[src/rtl/uart_tx.sv]
// uart_tx: serial transmitter, one frame bit per CLK cycle.
// Frame: start bit (0), DATA_WIDTH data bits LSB first, optional parity bit, stop bit (1).
// A new request is taken while idle or during the stop bit, so frames can run back-to-back.
// The parity bit and the PARITY state are built only when UART_TX_PARITY_EN is defined.
// Without that macro, PAR_EN and PAR_TYP are accepted on the ports but have no effect.
module uart_tx #(
  parameter int DATA_WIDTH = 8
) (
  input  logic                  CLK,
  input  logic                  RST_N,
  input  logic [DATA_WIDTH-1:0] P_DATA,
  input  logic                  DATA_VALID,
  input  logic                  PAR_EN,
  input  logic                  PAR_TYP,
  output logic                  TX_OUT,
  output logic                  BUSY
);

  localparam int CNT_W = (DATA_WIDTH > 1) ? $clog2(DATA_WIDTH) : 1;
  localparam logic [CNT_W-1:0] LAST_BIT = CNT_W'(DATA_WIDTH - 1);

`ifdef UART_TX_PARITY_EN
  typedef enum logic [2:0] {IDLE, START, DATA, PARITY, STOP} state_t;
`else
  typedef enum logic [2:0] {IDLE, START, DATA, STOP} state_t;
`endif

  state_t                  state;
  logic [CNT_W-1:0]        bit_cnt;
  logic [CNT_W-1:0]        nxt_idx;
  logic [DATA_WIDTH-1:0]   data_q;
  logic                    accept;

`ifdef UART_TX_PARITY_EN
  logic                    par_en_q;
  logic                    par_typ_q;

  // Even parity is the XOR of all data bits; odd parity is its inverse.
  function automatic logic parity_bit(input logic [DATA_WIDTH-1:0] d, input logic odd);
    return (^d) ^ odd;
  endfunction
`else
  logic                    unused_par_cfg;
  assign unused_par_cfg = PAR_EN ^ PAR_TYP;
`endif

  assign accept  = DATA_VALID && ((state == IDLE) || (state == STOP));
  assign nxt_idx = bit_cnt + CNT_W'(1);

  // Frame sequencer: state, bit counter, latched request and registered line/busy outputs.
  always_ff @(posedge CLK or negedge RST_N) begin
    if (!RST_N) begin
      state     <= IDLE;
      bit_cnt   <= '0;
      data_q    <= '0;
`ifdef UART_TX_PARITY_EN
      par_en_q  <= 1'b0;
      par_typ_q <= 1'b0;
`endif
      TX_OUT    <= 1'b1;
      BUSY      <= 1'b0;
    end else begin
      case (state)
        IDLE, STOP: begin
          if (accept) begin
            state     <= START;
            data_q    <= P_DATA;
`ifdef UART_TX_PARITY_EN
            par_en_q  <= PAR_EN;
            par_typ_q <= PAR_TYP;
`endif
            TX_OUT    <= 1'b0;
            BUSY      <= 1'b1;
          end else begin
            state  <= IDLE;
            TX_OUT <= 1'b1;
            BUSY   <= 1'b0;
          end
        end
        START: begin
          state   <= DATA;
          bit_cnt <= '0;
          TX_OUT  <= data_q[0];
        end
        DATA: begin
          if (bit_cnt == LAST_BIT) begin
            bit_cnt <= '0;
`ifdef UART_TX_PARITY_EN
            if (par_en_q) begin
              state  <= PARITY;
              TX_OUT <= parity_bit(data_q, par_typ_q);
            end else begin
              state  <= STOP;
              TX_OUT <= 1'b1;
            end
`else
            state  <= STOP;
            TX_OUT <= 1'b1;
`endif
          end else begin
            bit_cnt <= nxt_idx;
            TX_OUT  <= data_q[nxt_idx];
          end
        end
`ifdef UART_TX_PARITY_EN
        PARITY: begin
          state  <= STOP;
          TX_OUT <= 1'b1;
        end
`endif
        default: begin
          state   <= IDLE;
          bit_cnt <= '0;
          TX_OUT  <= 1'b1;
          BUSY    <= 1'b0;
        end
      endcase
    end
  end

endmodule

[config.mk]
export PLATFORM = sky130hd
export DESIGN_NAME = uart_tx
export DESIGN_NICKNAME = d
export VERILOG_FILES = /design/src/rtl/uart_tx.sv
export SDC_FILE = /design/constraint.sdc
export NUM_CORES = 1
export LEC_CHECK = 0
export BUFFER_PORTS_ARGS = -buffer_cell sky130_fd_sc_hd__buf_2
export CAP_MARGIN = 25
export CORE_UTILIZATION = 53
export CTS_BUF_LIST = sky130_fd_sc_hd__clkbuf_8
export CTS_CLUSTER_SIZE = 40
export DETAILED_ROUTE_END_ITERATION = 12
export PLACE_DENSITY = 0.75
export SLEW_MARGIN = 15
export SYNTH_ARGS = -nofsm -noshare
export SYNTH_HDL_FRONTEND = slang
export SYNTH_SLANG_ARGS = --single-unit
[constraint.sdc]
create_clock -name CLK -period 3.1 [get_ports CLK]
set_input_delay 0.155 -clock CLK [delete_from_list [all_inputs] [get_ports CLK]]
set_output_delay 0.155 -clock CLK [all_outputs]
set_load 0.005 [all_outputs]
After elaboration in Yosys (flattened, before gate mapping)
Cells that the tools add are included.
W data, S select, Z words.
{"block": "totals", "ff_bits": 16, "output_inout_bits": 2, "word_cells": 30}
{"block": "op_classes", "n_addsub": 1, "magnitude_cmp": 1, "n_eq_ne": 5, "mux": 12, "n_reduce_logical": 6}
{"op": "$pmux W3 S3", "n": 1}
{"op": "$eq A3 B2 Y1 const B", "n": 2}
{"op": "$mux W3", "n": 2}
{"op": "$pmux W3 S2", "n": 1}
{"op": "$mux W1", "n": 5}
{"op": "$lt A3 B4 Y1 const B", "n": 1}
{"op": "$reduce_or A2 Y1", "n": 2}
{"op": "$add A3 B1 Y3 const B", "n": 1}
{"op": "$bmux W1 S3", "n": 1}
{"op": "$eq A3 B1 Y1 const B", "n": 1}
{"op": "$eq A3 B3 Y1 const B", "n": 1}
{"op": "$logic_not A3 Y1", "n": 1}
{"op": "$pmux W1 S3", "n": 1}
{"op": "$ne A2 B2 Y1 const B", "n": 1}
{"op": "$pmux W1 S2", "n": 1}
{"op": "$reduce_and A2 Y1", "n": 1}
{"op": "$logic_and A1 B1 Y1", "n": 1}
{"op": "$logic_or A1 B1 Y1", "n": 1}

Logic depth before layout (Yosys ltp)
Gate-level depths: netlist of run 1.
{"block": "depth", "word_depth": 5, "mapped_depth": 5}

Worst setup path before layout of run 1
OpenSTA, ideal clock, no wires.
{"block": "synth_path", "path_type": "register to register", "start": "register state[0]", "end": "register data_q[0]", "arrival_time_ps": 1408, "t_required_ps": 2975, "setup_slack_ps": 1567, "stages_incl_launch_ff": 6, "path_buffers": 1, "synth_period_minus_slack_ps": 1533, "path_cell_list": "dfrtp_1 inv_1 ha_1 buf_2 nand2_1 mux2_2"}
{"block": "synth_between", "elab_chain_cells": 4}
{"element": "start: declaration", "line_no": "28", "source": "state_t state;"}
{"element": "start signal: assignment", "line_no": "53", "source": "state <= IDLE;"}
{"element": "start signal: assignment", "line_no": "66", "source": "state <= START;"}
{"element": "start signal: assignment", "line_no": "75", "source": "state <= IDLE;"}
{"element": "$eq A3 B2 Y1 / $logic_not A3 Y1 (equally long branches)", "line_no": "47, 63"}
{"element": "$logic_or A1 B1 Y1", "line_no": "47", "source": "assign accept = DATA_VALID && ((state == IDLE) || (state == STOP));"}
{"element": "$logic_and A1 B1 Y1", "line_no": "47"}
{"element": "$reduce_and A2 Y1 (no line) (*)"}
{"element": "end signal: assignment", "line_no": "55", "source": "data_q <= '0;"}
{"element": "end signal: assignment", "line_no": "67", "source": "data_q <= P_DATA;"}
{"element": "end: declaration", "line_no": "31", "source": "logic [DATA_WIDTH-1:0] data_q;"}
Every way passes the cells marked *; elsewhere a longest branch is shown, timed or not.
A chain may end at the register's enable or synchronous reset.

Worst setup path after layout of run 1
{"block": "layout_path", "start": "register state[0]", "end": "register data_q[4]"}
Same word-level chain as after synthesis.

==> results summary, run 1 <==
The core area is 1170 sq um. The first global-routing pass estimated 1990 microns of wire. The global routing usage summed across all routing layers is 21.1%. The total I/O pin count came out at 15. Synthesis produced a netlist whose cell count is 57. After detailed routing, the number of remaining DRC violations is 0. After clock tree synthesis, the setup repair step added 0 buffers.

Setup repair after global routing left no endpoint under its margin. The total vias in the final route is 465. The least setup slack across all paths after layout is 1.40 ns. The first routing iteration left 9 violations. After synthesis, the cell types taking the most area are sky130_fd_sc_hd__dfrtp_1 (50%), sky130_fd_sc_hd__mux2_2 (16%), sky130_fd_sc_hd__ha_1 (7.1%). The number of antenna violations at the first check in global routing came out at 0. At the pin with the least slew margin, the transition time is 0.401 ns. The count of warnings emitted by yosys came out at 0. The total nets after synthesis came out at 74. The number of placement rows is 12. The share of synthesized flip-flops with an asynchronous set or reset is 100%. The post-layout net count came out at 91. Static timing analysis puts the maximum clock frequency at 0.589 GHz. The die span in y is 38.4 microns. The tree is rooted in a sky130_fd_sc_hd__clkbuf_8. In this run, synthesis inferred 0 flip-flops with an integrated enable.

Clock-pin slew was measured on the worst setup and hold paths at 0.07 ns. The number of global-route vias before repair is 489. The clock period minus worst slack came out at 1.70 ns.

The flow ran to the end, and the final reports show no timing, DRC or antenna violations. In this run the worst hold path is classified as in2reg. The floorplan step defined a die boundary enclosing 1470 sq um. The number of diodes added for antenna fixing is 0. The largest net degree at the start of global routing is 16. The count of clock tree sinks came out at 15. The share of final-layout standard cells stronger than drive strength 1 came out at 39.7%. The commonest register cell after synthesis is sky130_fd_sc_hd__dfrtp_1. The placed wire-length estimate is 797 microns. The effective utilization at floorplan came out at 59.9%.

TritonCTS built the clock tree. The number of buffers created by CTS came out at 3. The horizontal die dimension is 38.4 microns. Dividing total power by cell area gives a power density of 1060 nW/um^2. The clock reaches the later pin of the worst-skew pair after 0.25 ns.

The number of endpoints failing setup at the final stage came out at 0. At the placement stage, the worst setup path has a slack of 1.39 ns. The number of search-and-repair iterations in the first detailed-routing pass is 4. The worst IR drop on VDD is 0.000538 V. The post-detailed-routing wire length came out at 1140 microns. The relative max-transition margin came out at 73.2%.

The worst path required time is 3.23 ns. The most frequent standard cell in the layout excluding fill and tap cells is sky130_fd_sc_hd__dfrtp_1. The number of distinct standard cells referenced by the synthesized netlist is 19.

The via count normalized by instance count is 5.34. The max-capacitance violation count is 0. The count of nets left with antenna violations after detail routing is 0. STA classifies the critical path endpoint as a flop. The area growth from synthesis to layout came out at 18.4%. sky130_fd_sc_hd__dfrtp_1 takes more of the synthesized area than any other cell. Leaving out fill and tap cells, the most frequent cells in the layout are sky130_fd_sc_hd__dfrtp_1 (14), sky130_fd_sc_hd__buf_2 (12), sky130_fd_sc_hd__mux2_2 (10), sky130_fd_sc_hd__inv_1 (5). The setup skew after layout is 0.00688 ns.

The hold violation total from the final report came out at 0. STA puts the critical path data arrival time at 1.83 ns. The average detailed-routed wire length per instance came out at 13.1 microns.

After layout, the worst path uses 54.8% of the clock period. The routability-driven placement congestion ratio is 0.779. The number of synthesized register bits is 15. CTS built an H-tree with a depth of 1. The netlist area before placement is 702 sq um. The count of final max-slew check failures was 0. The proportion of synthesized chip area in sequential cells came out at 53.7%. The mean instance size in the synthesized netlist is 12.3 sq um. The sum of overflow across all layers after global routing is 0. The static leakage power is 0.407 nW.

STA classifies the critical path startpoint as a flop. The sum of negative setup slack is 0 ns. The area share of the largest cell type after synthesis is 49.9%. No sink is reached through more buffers than the 2 on the longest clock path. The number of buffers inserted by port buffering came out at 12. Of all nets on the critical path, the largest fanout is 10. The critical setup path kind is reg2reg.
-- through the flow --
step	std cells	utilization [%]	power, mW	cell area, sq um	hold WS (ns)
final	87	70.9	0.880	831	0.132
after global routing	87	70.9	0.955	831	0.128
after CTS	87	70.9	0.886	831	0.134
after detailed placement	82	66.1	0.724	774	0.0754
after global placement	82	66.1	0.711	774	0.0704
after floorplan	57	-	0.637	702	-0.141
-- power by group --
group / switching, mW / total (mW) / leakage, nW / internal [mW]
clock: 0.0728 / 0.162 / 0.0255 / 0.0891
sequential: 0.0523 / 0.350 / 0.180 / 0.298
combinational: 0.171 / 0.368 / 0.201 / 0.197
-- registers in the layout, indices dropped and copies added, names as in the netlist --
register / flops
data_q: 8
state: 2
bit_cnt: 3
TX_OUT: 1
BUSY: 1
-- synthesized netlist by cell type, drive strengths merged (2+ instances only) --
master and count:
nor2b 2, nor2 2, dfrtp 14, ha 4, a21oi 2, nand2b 2
mux2 10, inv 5, nand2 4, o21ai 4
-- worst max-delay path, stage by stage, from the launching register on --
cell and delay (ns):
sky130_fd_sc_hd__dfrtp_1 0.37, sky130_fd_sc_hd__inv_1 0.05, sky130_fd_sc_hd__ha_1 0.41, sky130_fd_sc_hd__nand2_1 0.37, sky130_fd_sc_hd__mux2_2 0.38
-- what timing repair did --
action,4_1_cts,5_1_grt
endpoints found under the hold margin,14,0
resized for setup,0,0
hold buffers,1,0
-- per-layer routing --
layer  track usage (%)  part of all wire [%]
met5                 0                     0
met4              12.9                   2.4
met3              5.23                   4.7
met2              30.5                    44
met1              28.2                    49
-- final cells by class --
| class | count | area [sq um] |
|---|---|---|
| multi-input cells | 36 | 302 |
| flip-flops and latches | 15 | 377 |
| repair buffers | 13 | 70.1 |
| inverters | 5 | 18.8 |
| clock inverters | 1 | 5.00 |
| clock buffers | 3 | 41.3 |
| well taps | 14 | 17.5 |
| fillers | 87 | 340 |
-- path summary, 6_finish.rpt --
kind	from	endpoint	slack, ns	depth (start not counted)
max	state[0]	data_q[4]	1.40	4
min reg2reg	bit_cnt[1]	bit_cnt[1]	0.50	2
max in group asynchronous	RST_N	TX_OUT	2.47	2
max reg2reg	state[0]	data_q[4]	1.40	4
min in group asynchronous	RST_N	data_q[0]	0.33	2
min	P_DATA[6]	data_q[6]	0.13	2
-- cells by family after synthesis --
kind of cell	after synthesis	share of synthesized area, %
DFF	15	53.7
and+or+nand+nor	12	8.38
muxes	11	19.3
AOI/OAI and AO/OA	9	8.20
buffers and inverters	6	3.39
adders and majority gates	4	7.13
(Power assumes the default switching activity.)
==> run 2: changes to the inputs <==
--- a/config.mk
+++ b/config.mk
@@ -5,13 +5,14 @@
 export SDC_FILE = /design/constraint.sdc
 export NUM_CORES = 1
 export LEC_CHECK = 0
+export ABC_AREA = 1
 export BUFFER_PORTS_ARGS = -buffer_cell sky130_fd_sc_hd__buf_2
 export CAP_MARGIN = 25
-export CORE_UTILIZATION = 53
+export CORE_UTILIZATION = 49
 export CTS_BUF_LIST = sky130_fd_sc_hd__clkbuf_8
 export CTS_CLUSTER_SIZE = 40
 export DETAILED_ROUTE_END_ITERATION = 12
-export PLACE_DENSITY = 0.75
+export PLACE_DENSITY = 0.73
 export SLEW_MARGIN = 15
 export SYNTH_ARGS = -nofsm -noshare
 export SYNTH_HDL_FRONTEND = slang
==> constraint.sdc (replaced) <==
create_clock -name CLK -period 1.5 [get_ports CLK]
set_input_delay 0.075 -clock CLK [delete_from_list [all_inputs] [get_ports CLK]]
set_output_delay 0.075 -clock CLK [all_outputs]
set_load 0.005 [all_outputs]
==> run 2 against run 1 <==
Final cell count rose by 36%. Synthesized cell count rose by 49%. Clock power rose by 91%. Critical path depth rose by 2. Final area rose by 2.6%. Hold slack got worse by 0.11 ns. Core utilization fell by 6.3 points. Combinational power rose by 130%. Routed wire length rose by 18%. Fmax rose by 27%. Register-to-register slack got worse by 1.2 ns. Critical endpoint is now TX_OUT. Largest power group unchanged.
==> results summary, run 2 <==
The flow ran to the end, and the final reports show no timing, DRC or antenna violations. Leaving out fill and tap cells, the most frequent cells in the layout are sky130_fd_sc_hd__nand2_1 (40), sky130_fd_sc_hd__dfrtp_1 (14), sky130_fd_sc_hd__buf_2 (12), sky130_fd_sc_hd__nand3_1 (8), sky130_fd_sc_hd__inv_1 (7). The die footprint is 1610 sq um. Entering global routing, the biggest net connects 16 pins. Once the floorplan was initialized, standard cells occupied 53.9% of the core. Ranked by flip-flop count, first place goes to data_q. Summed over all instances, the cell type with the most area after synthesis is sky130_fd_sc_hd__dfrtp_1. 0 antenna diodes ended up in the layout. Of the total synthesized cell area, the portion taken by full adders, half adders and majority gates is 7.04%. The number of global-route vias before repair is 545.

The length in cells of the worst reg-to-reg path came out at 6. The hold violation total from the final report is 0. The minimum setup slack after placement is 0.175 ns.

The number of endpoints failing setup at the final stage is 0. The data arrival time of the critical path came out at 1.53 ns. Sorting the synthesized cells by area gives the leading types as sky130_fd_sc_hd__dfrtp_1 (49%), sky130_fd_sc_hd__nand2_1 (21%), sky130_fd_sc_hd__ha_1 (7.0%). The number of fill cells in the layout came out at 112. The worst path required time is 1.69 ns. After clock tree synthesis, the repair step resized 0 gates. The HPWL after detailed placement is 924 microns.

The violation count after the first detailed-routing iteration is 21. The worst hold path was traced through 3 stages. The final critical path takes up 89.4% of the cycle.

For this design the top-level I/O count stands at 15. The setup skew after layout is 0.00115 ns. The post-detailed-routing wire length came out at 1340 microns. TritonCTS built the clock tree.

The ratio of total power to cell area is 2180 nW/um^2. The routability-driven placement congestion ratio came out at 0.855. Counting flops with a built-in enable in the synthesized netlist gives 0. Clock-pin slew was measured on the worst setup and hold paths at 0.06 ns.

In this run the number of H-tree levels came out at 1. The total nets after synthesis came out at 102. The mean instance size in the synthesized netlist is 8.36 sq um.

The count of nets left with antenna violations after detail routing came out at 0. During synthesis, Yosys emitted a total of 0 warnings. The max-capacitance violation count came out at 0. For this run, the total global-route usage over all layers was measured as 21.7%. The biggest fanout along the worst timing path is 3. After detailed routing, the average wire length per cell comes to 11.4 microns. Synthesis handed over a netlist of 85 instances. By area, the combinational part of the netlist is dominated by simple AND/OR/NAND/NOR gates.

The number of different library cells used by synthesis comes to 15. The type of the worst min-delay path is in2reg. The kind of end point of the critical path is a flop. The post-layout net count came out at 121. The horizontal die dimension is 40.1 microns. The total vias in the final route is 601. By count the netlist is led by sky130_fd_sc_hd__nand2_1 (40), sky130_fd_sc_hd__dfrtp_1 (14), sky130_fd_sc_hd__nand3_1 (8). The share of synthesized flip-flops with an asynchronous set or reset came out at 100%. During placement, the flow inserted port buffers numbering 12. The clock period minus worst slack is 1.34 ns.

The sum of overflow across all layers after global routing came out at 0. After floorplanning, the core was divided into 13 placement rows. The count of final max-slew check failures is 0. The worst IR drop on VDD came out at 0.00101 V. The largest registers in the layout are data_q (8), bit_cnt (3), state (2).

From bottom edge to top edge, the die measures 40.1 microns. STA classifies the critical path startpoint as a flop. The pre-antenna-repair detailed-routing pass consisted of 4 iterations. The cell sitting at the root of the clock tree is a sky130_fd_sc_hd__clkbuf_8. The proportion of synthesized chip area in sequential cells came out at 53.0%. The multiplexer fraction of the synthesized cell area is 0%. The clock latency reported for the late side of the worst-skew pair is 0.24 ns. Summing internal, switching and leakage power gives 1.85 mW. The share of final-layout standard cells stronger than drive strength 1 came out at 21.4%. The count of buffers added by post-CTS timing repair for setup is 0. The synthesized netlist devotes 0% of its cell area to XOR and XNOR gates. The maximum count of clock buffers along a single path is 2. The relative max-transition margin came out at 78.4%. The DRC violation count after routing came out at 0. The static leakage power is 0.486 nW. The number of antenna violations at the first check in global routing came to 0. Summing all multi-input logic gate instances after layout gives 304 sq um. The first-pass GRT wire length came out at 2230 microns. Setup repair after global routing left no endpoint under its margin. The complex-gate fraction of the synthesized area came out at 4.40%. The netlist area before placement came out at 711 sq um. The maximum frequency from static timing analysis came out at 0.746 GHz. The sum of negative setup slack came out at 0 ns. The register with the most flip-flops in the layout has 8 of them. Registers take 377 sq um. The number of synthesized register bits is 15. The area growth from synthesis to layout came out at 19.9%. In the synthesized netlist the dominant register cell turns out to be sky130_fd_sc_hd__dfrtp_1. The area share of the largest cell type after synthesis came out at 49.3%. The least setup slack across all paths after layout is 0.159 ns. The transition time at the pin with the least slew margin came out at 0.324 ns. The via count normalized by instance count is 5.09. The count of clock tree sinks came out at 15. The critical path in this run is classified as reg2reg.

After Yosys synthesis, and, or, nand and nor cells account for 31.3% of the synthesized area. The number of buffers created by CTS is 3. The core region is 1320 sq um. Leaving out fill and tap cells, the most frequent cell in the layout is sky130_fd_sc_hd__nand2_1. sky130_fd_sc_hd__nand2_1 is the most common cell in the netlist.
run 2: metal layers:
metal  part of all wire (%)  global-route usage [%]  vias to the layer above
li1                       -                       -                      304
met1                     47                    26.0                      277
met2                     48                    35.1                       16
met3                    3.7                    5.56                        4
met4                    1.9                    12.1                        0
met5                      0                       0                        -
run 2: layout make-up:
type	instances	share of cell area, %
well taps	15	2.20
inverters	8	3.52
flip-flops and latches	15	44.2
multi-input cells	62	35.7
clock inverters	1	0.441
clock buffers	3	4.85
repair buffers	14	9.10
run 2: critical path: stages, from the launching register on:
cell	delay, ns
sky130_fd_sc_hd__dfrtp_1	0.38
sky130_fd_sc_hd__ha_1	0.21
sky130_fd_sc_hd__ha_1	0.32
sky130_fd_sc_hd__nand3b_1	0.18
sky130_fd_sc_hd__nand3_1	0.08
sky130_fd_sc_hd__nand2_1	0.05
sky130_fd_sc_hd__nand2_1	0.06
run 2: final timing paths:
path,from,to,slack (ns)
max,bit_cnt[0],TX_OUT,0.16
min,P_DATA[7],data_q[7],0.02
max reg2reg,bit_cnt[0],TX_OUT,0.16
min reg2reg,BUSY,BUSY,0.47
max in group asynchronous,RST_N,TX_OUT,0.95
min in group asynchronous,RST_N,data_q[4],0.26
run 2: cell families (layout without fill, tap and decap cells):
logic type               Yosys count  in the layout
AO/OA/AOI/OAI                      5              5
adder cells (fa/ha/maj)            4              4
buffers and inverters              8             26
flip-flops                        15             15
AND/OR/NAND/NOR                   53             53
run 2: metrics by stage:
step,area [sq um],hold slack [ns],util (%),cells
2_1_floorplan,711,-0.221,-,85
3_3_place_gp,797,-0.00823,60.5,113
3_5_place_dp,797,-0.00636,60.5,113
4_1_cts,852,0.0219,64.7,118
5_1_grt,852,0.0251,64.7,118
6_report,852,0.0220,64.7,118
run 2: timing repair:
item                                    4_1_cts  5_1_grt
hold buffers                                  1        0
endpoints found under the setup margin        0        0
endpoints found under the hold margin        14        0
run 2: where the power goes:
group | internal [mW] | switching, mW
clock | 0.181 | 0.128
combinational | 0.308 | 0.526
sequential | 0.604 | 0.106
total | 1.09 | 0.760
==> run 3: changes to the inputs <==
--- a/config.mk
+++ b/config.mk
@@ -5,7 +5,7 @@
 export SDC_FILE = /design/constraint.sdc
 export NUM_CORES = 1
 export LEC_CHECK = 0
-export ABC_AREA = 1
+export ABC_AREA = 0
 export BUFFER_PORTS_ARGS = -buffer_cell sky130_fd_sc_hd__buf_2
 export CAP_MARGIN = 25
 export CORE_UTILIZATION = 49
==> run 3 against run 2 <==
Non-clock buffer count rose by 2. Final area rose by 2.5%. Final cell count shrank 23%. Largest power group unchanged. Critical endpoint unchanged. Clock skew is 0.00071 ns higher.
==> results summary, run 3 (same netlist as run 1, synthesis figures left out) <==
The flow ran to the end, and the final reports show no timing, DRC or antenna violations. The final instance area is 873 sq um. The post-layout instance count excluding filler cells came out at 91. The data arrival time of the critical path came out at 1.62 ns.

The number of global-route vias before repair is 465. The path class of the tightest hold or removal check is in2reg. The area growth from synthesis to layout came out at 24.4%. The clock latency reported for the late side of the worst-skew pair is 0.24 ns. The proportion of power drawn by the clock network came out at 16.1%. Pin placement for this block handled 15 I/O pins. The number of fill cells in the layout came out at 106. The critical path is of the reg2reg type. Entering global routing, the biggest net connects 16 pins.

The count of nets left with antenna violations once routing finished came out at 0. The library cell used most frequently in the layout, excluding fill and tap cells, is sky130_fd_sc_hd__dfrtp_1. The post-layout net count came out at 94.

The horizontal die dimension came out at 39.9 microns. In this run the critical register-to-register path is captured at TX_OUT. Tracing the worst setup path back leads to its startpoint at bit_cnt[0]. The die span in y is 39.9 microns. The worst IR drop on VDD came out at 0.00118 V. The combinational power share is 46.6%. The count of clock tree sinks is 15. The placed wire-length estimate came out at 916 microns. The sum of overflow across all layers after global routing came out at 0. The hold violation total from the final report came out at 0. The total cell area at the placement stage came out at 801 sq um. Setup slack on the worst reg-to-reg path comes out at 0.04 ns. The number of diodes added for antenna fixing is 0.

The number of cells on the worst hold path came out at 2. Once the floorplan was initialized, standard cells occupied 53.3% of the core. The via count normalized by instance count is 5.41. The number of setup buffers added after CTS is 0. The violation count after the first detailed-routing iteration is 6.

The analysis attributes to net switching a power of 0.651 mW. The worst hold path begins at P_DATA[4]. Clock tree synthesis selected as its root buffer the cell sky130_fd_sc_hd__clkbuf_8.

For this design the ratio of total power to cell area is 2220 nW/um^2. The relative contribution of sequential cells to total power is 37.4%. The period utilization is 97.1%. In the final layout, the registers with the most flip-flops are data_q (8), bit_cnt (3), state (2). The count of buffers added on input and output ports is 12. The count of H-tree levels built during CTS is 1. The total vias in the final route came out at 492. The floorplan has 13 rows.

The number of placed instances, taps included is 86. The final layout contains routed wiring with a total length of 1290 microns. The worst path required time came out at 1.66 ns. For the final routed database, the setup TNS stands at 0 ns. The static leakage power came out at 0.426 nW.

For this run, the detailed router's first-pass iteration total came to 4. The switching portion of total power is 33.6%. Of the cells placed in the final design, the portion with a size suffix greater than 1 is 43.4%. The number of antenna violations at the first check in global routing came out at 0.

The worst hold path terminates at data_q[4]. The kind of end point of the critical path is a flop. No sink is reached through more buffers than the 2 on the longest clock path.

The relative max-transition margin is 77.4%. The count of final max-slew check failures came out at 0. Setup repair after global routing could not meet its margin everywhere. The number of endpoints failing setup at the final stage came out at 0. The cell internal power dissipation is 1.29 mW.

The transition time at the pin with the least slew margin is 0.339 ns. TritonCTS built the clock tree. The congestion estimate from routability-driven global placement came to 0.787.

In the layout the commonest cells are sky130_fd_sc_hd__dfrtp_1 (14), sky130_fd_sc_hd__buf_2 (12), sky130_fd_sc_hd__mux2_2 (10), sky130_fd_sc_hd__inv_1 (6). The die footprint came out at 1590 sq um. The max-capacitance violation count came out at 0. The average detailed-routed wire length per instance is 14.2 microns. The minimum setup slack after placement came out at -0.00975 ns.

The flip-flop count of the largest register, all copies and words added is 8. For this run, design rule violations remaining after detail routing come to 0. The least setup slack across all paths after layout is 0.0434 ns. The setup skew after layout came out at 0.00186 ns. The area of the multi-input gates is 322 sq um.

The global routing usage summed across all routing layers is 20.0%. Ranked by flip-flop count, first place goes to data_q. The startpoint type of the worst setup path is a flop. The maximum frequency from static timing analysis came out at 0.687 GHz. The register area came out at 377 sq um. The core area is 1320 sq um.

The number of buffers created by CTS came out at 3. The length in cells of the worst reg-to-reg path came out at 4. The worst register-to-register path begins at bit_cnt[0]. The biggest fanout along the worst timing path came out at 2. The clock period minus worst slack is 1.46 ns. The first-pass GRT wire length is 2000 microns. The worst hold slack after final layout came out at 0.0609 ns. After clock tree synthesis, the clock-pin slew on the worst setup and hold paths is 0.06 ns.
[run 3: cell types whose count changed in the layout (fill, tap and decap cells not counted), sizes merged, moves of 2 or more]
cell    before  now
buf         13   15
inv          9    6
mux2         0   10
nand2       42    4
nand2b       0    2
nand3        8    0
nor2b        0    2
o21ai        2    4
[run 3: stage by stage]
| stage | total power [mW] | utilization (%) |
|---|---|---|
| after CTS | 1.93 | 65.9 |
| after global placement | 1.55 | 60.8 |
| final | 1.94 | 66.3 |
| after floorplan | 1.32 | - |
| after detailed placement | 1.60 | 60.8 |
| after global routing | 2.10 | 66.3 |
[run 3: routing by layer]
layer  up-vias  wire (microns)  GRT usage, %
li1        234               -             -
met1       242             586          25.0
met2        12             650          33.6
met3         4              37          3.41
met4         0              12          7.76
met5         -               0             0
[run 3: worst max-delay path by stage]
stage / to / slack (ns) / depth (start not counted)
floorplan: TX_OUT / 0.0002 / 5
global placement: TX_OUT / 0.03 / 5
detailed placement: TX_OUT / -0.01 / 5
CTS: data_q[6] / 0.03 / 4
global route: TX_OUT / -0.1 / 4
finish: TX_OUT / 0.04 / 4
[run 3: layout make-up]
| class | instances | area share (%) |
|---|---|---|
| Clock buffer | 3 | 4.73 |
| Clock inverter | 1 | 0.430 |
| Multi-Input combinational cell | 36 | 36.8 |
| Tap cell | 15 | 2.15 |
| Inverter | 5 | 2.15 |
| Timing Repair Buffer | 16 | 10.6 |
| Sequential cell | 15 | 43.1 |
[run 3: repair_timing]
action / CTS / global route
endpoints found under the setup margin: 1 / 9
hold buffers: 1 / 0
cloned: 0 / 0
endpoints found under the hold margin: 14 / 0
resized for setup: 1 / 1
[run 3: worst max-delay path, stage by stage, from the launching register on]
cell and delay, ns:
sky130_fd_sc_hd__dfrtp_1 0.39, sky130_fd_sc_hd__ha_1 0.33, sky130_fd_sc_hd__mux4_2 0.29, sky130_fd_sc_hd__a222oi_1 0.27
sky130_fd_sc_hd__o21ai_1 0.10
[run 3: power groups by stage]
stage / registers (mW) / clock network (mW) / logic (mW)
after floorplan: 0.710 / 0 / 0.614
after global placement: 0.718 / 0 / 0.833
after detailed placement: 0.729 / 0 / 0.866
after CTS: 0.726 / 0.319 / 0.890
after global routing: 0.747 / 0.343 / 1.01
final: 0.724 / 0.311 / 0.902
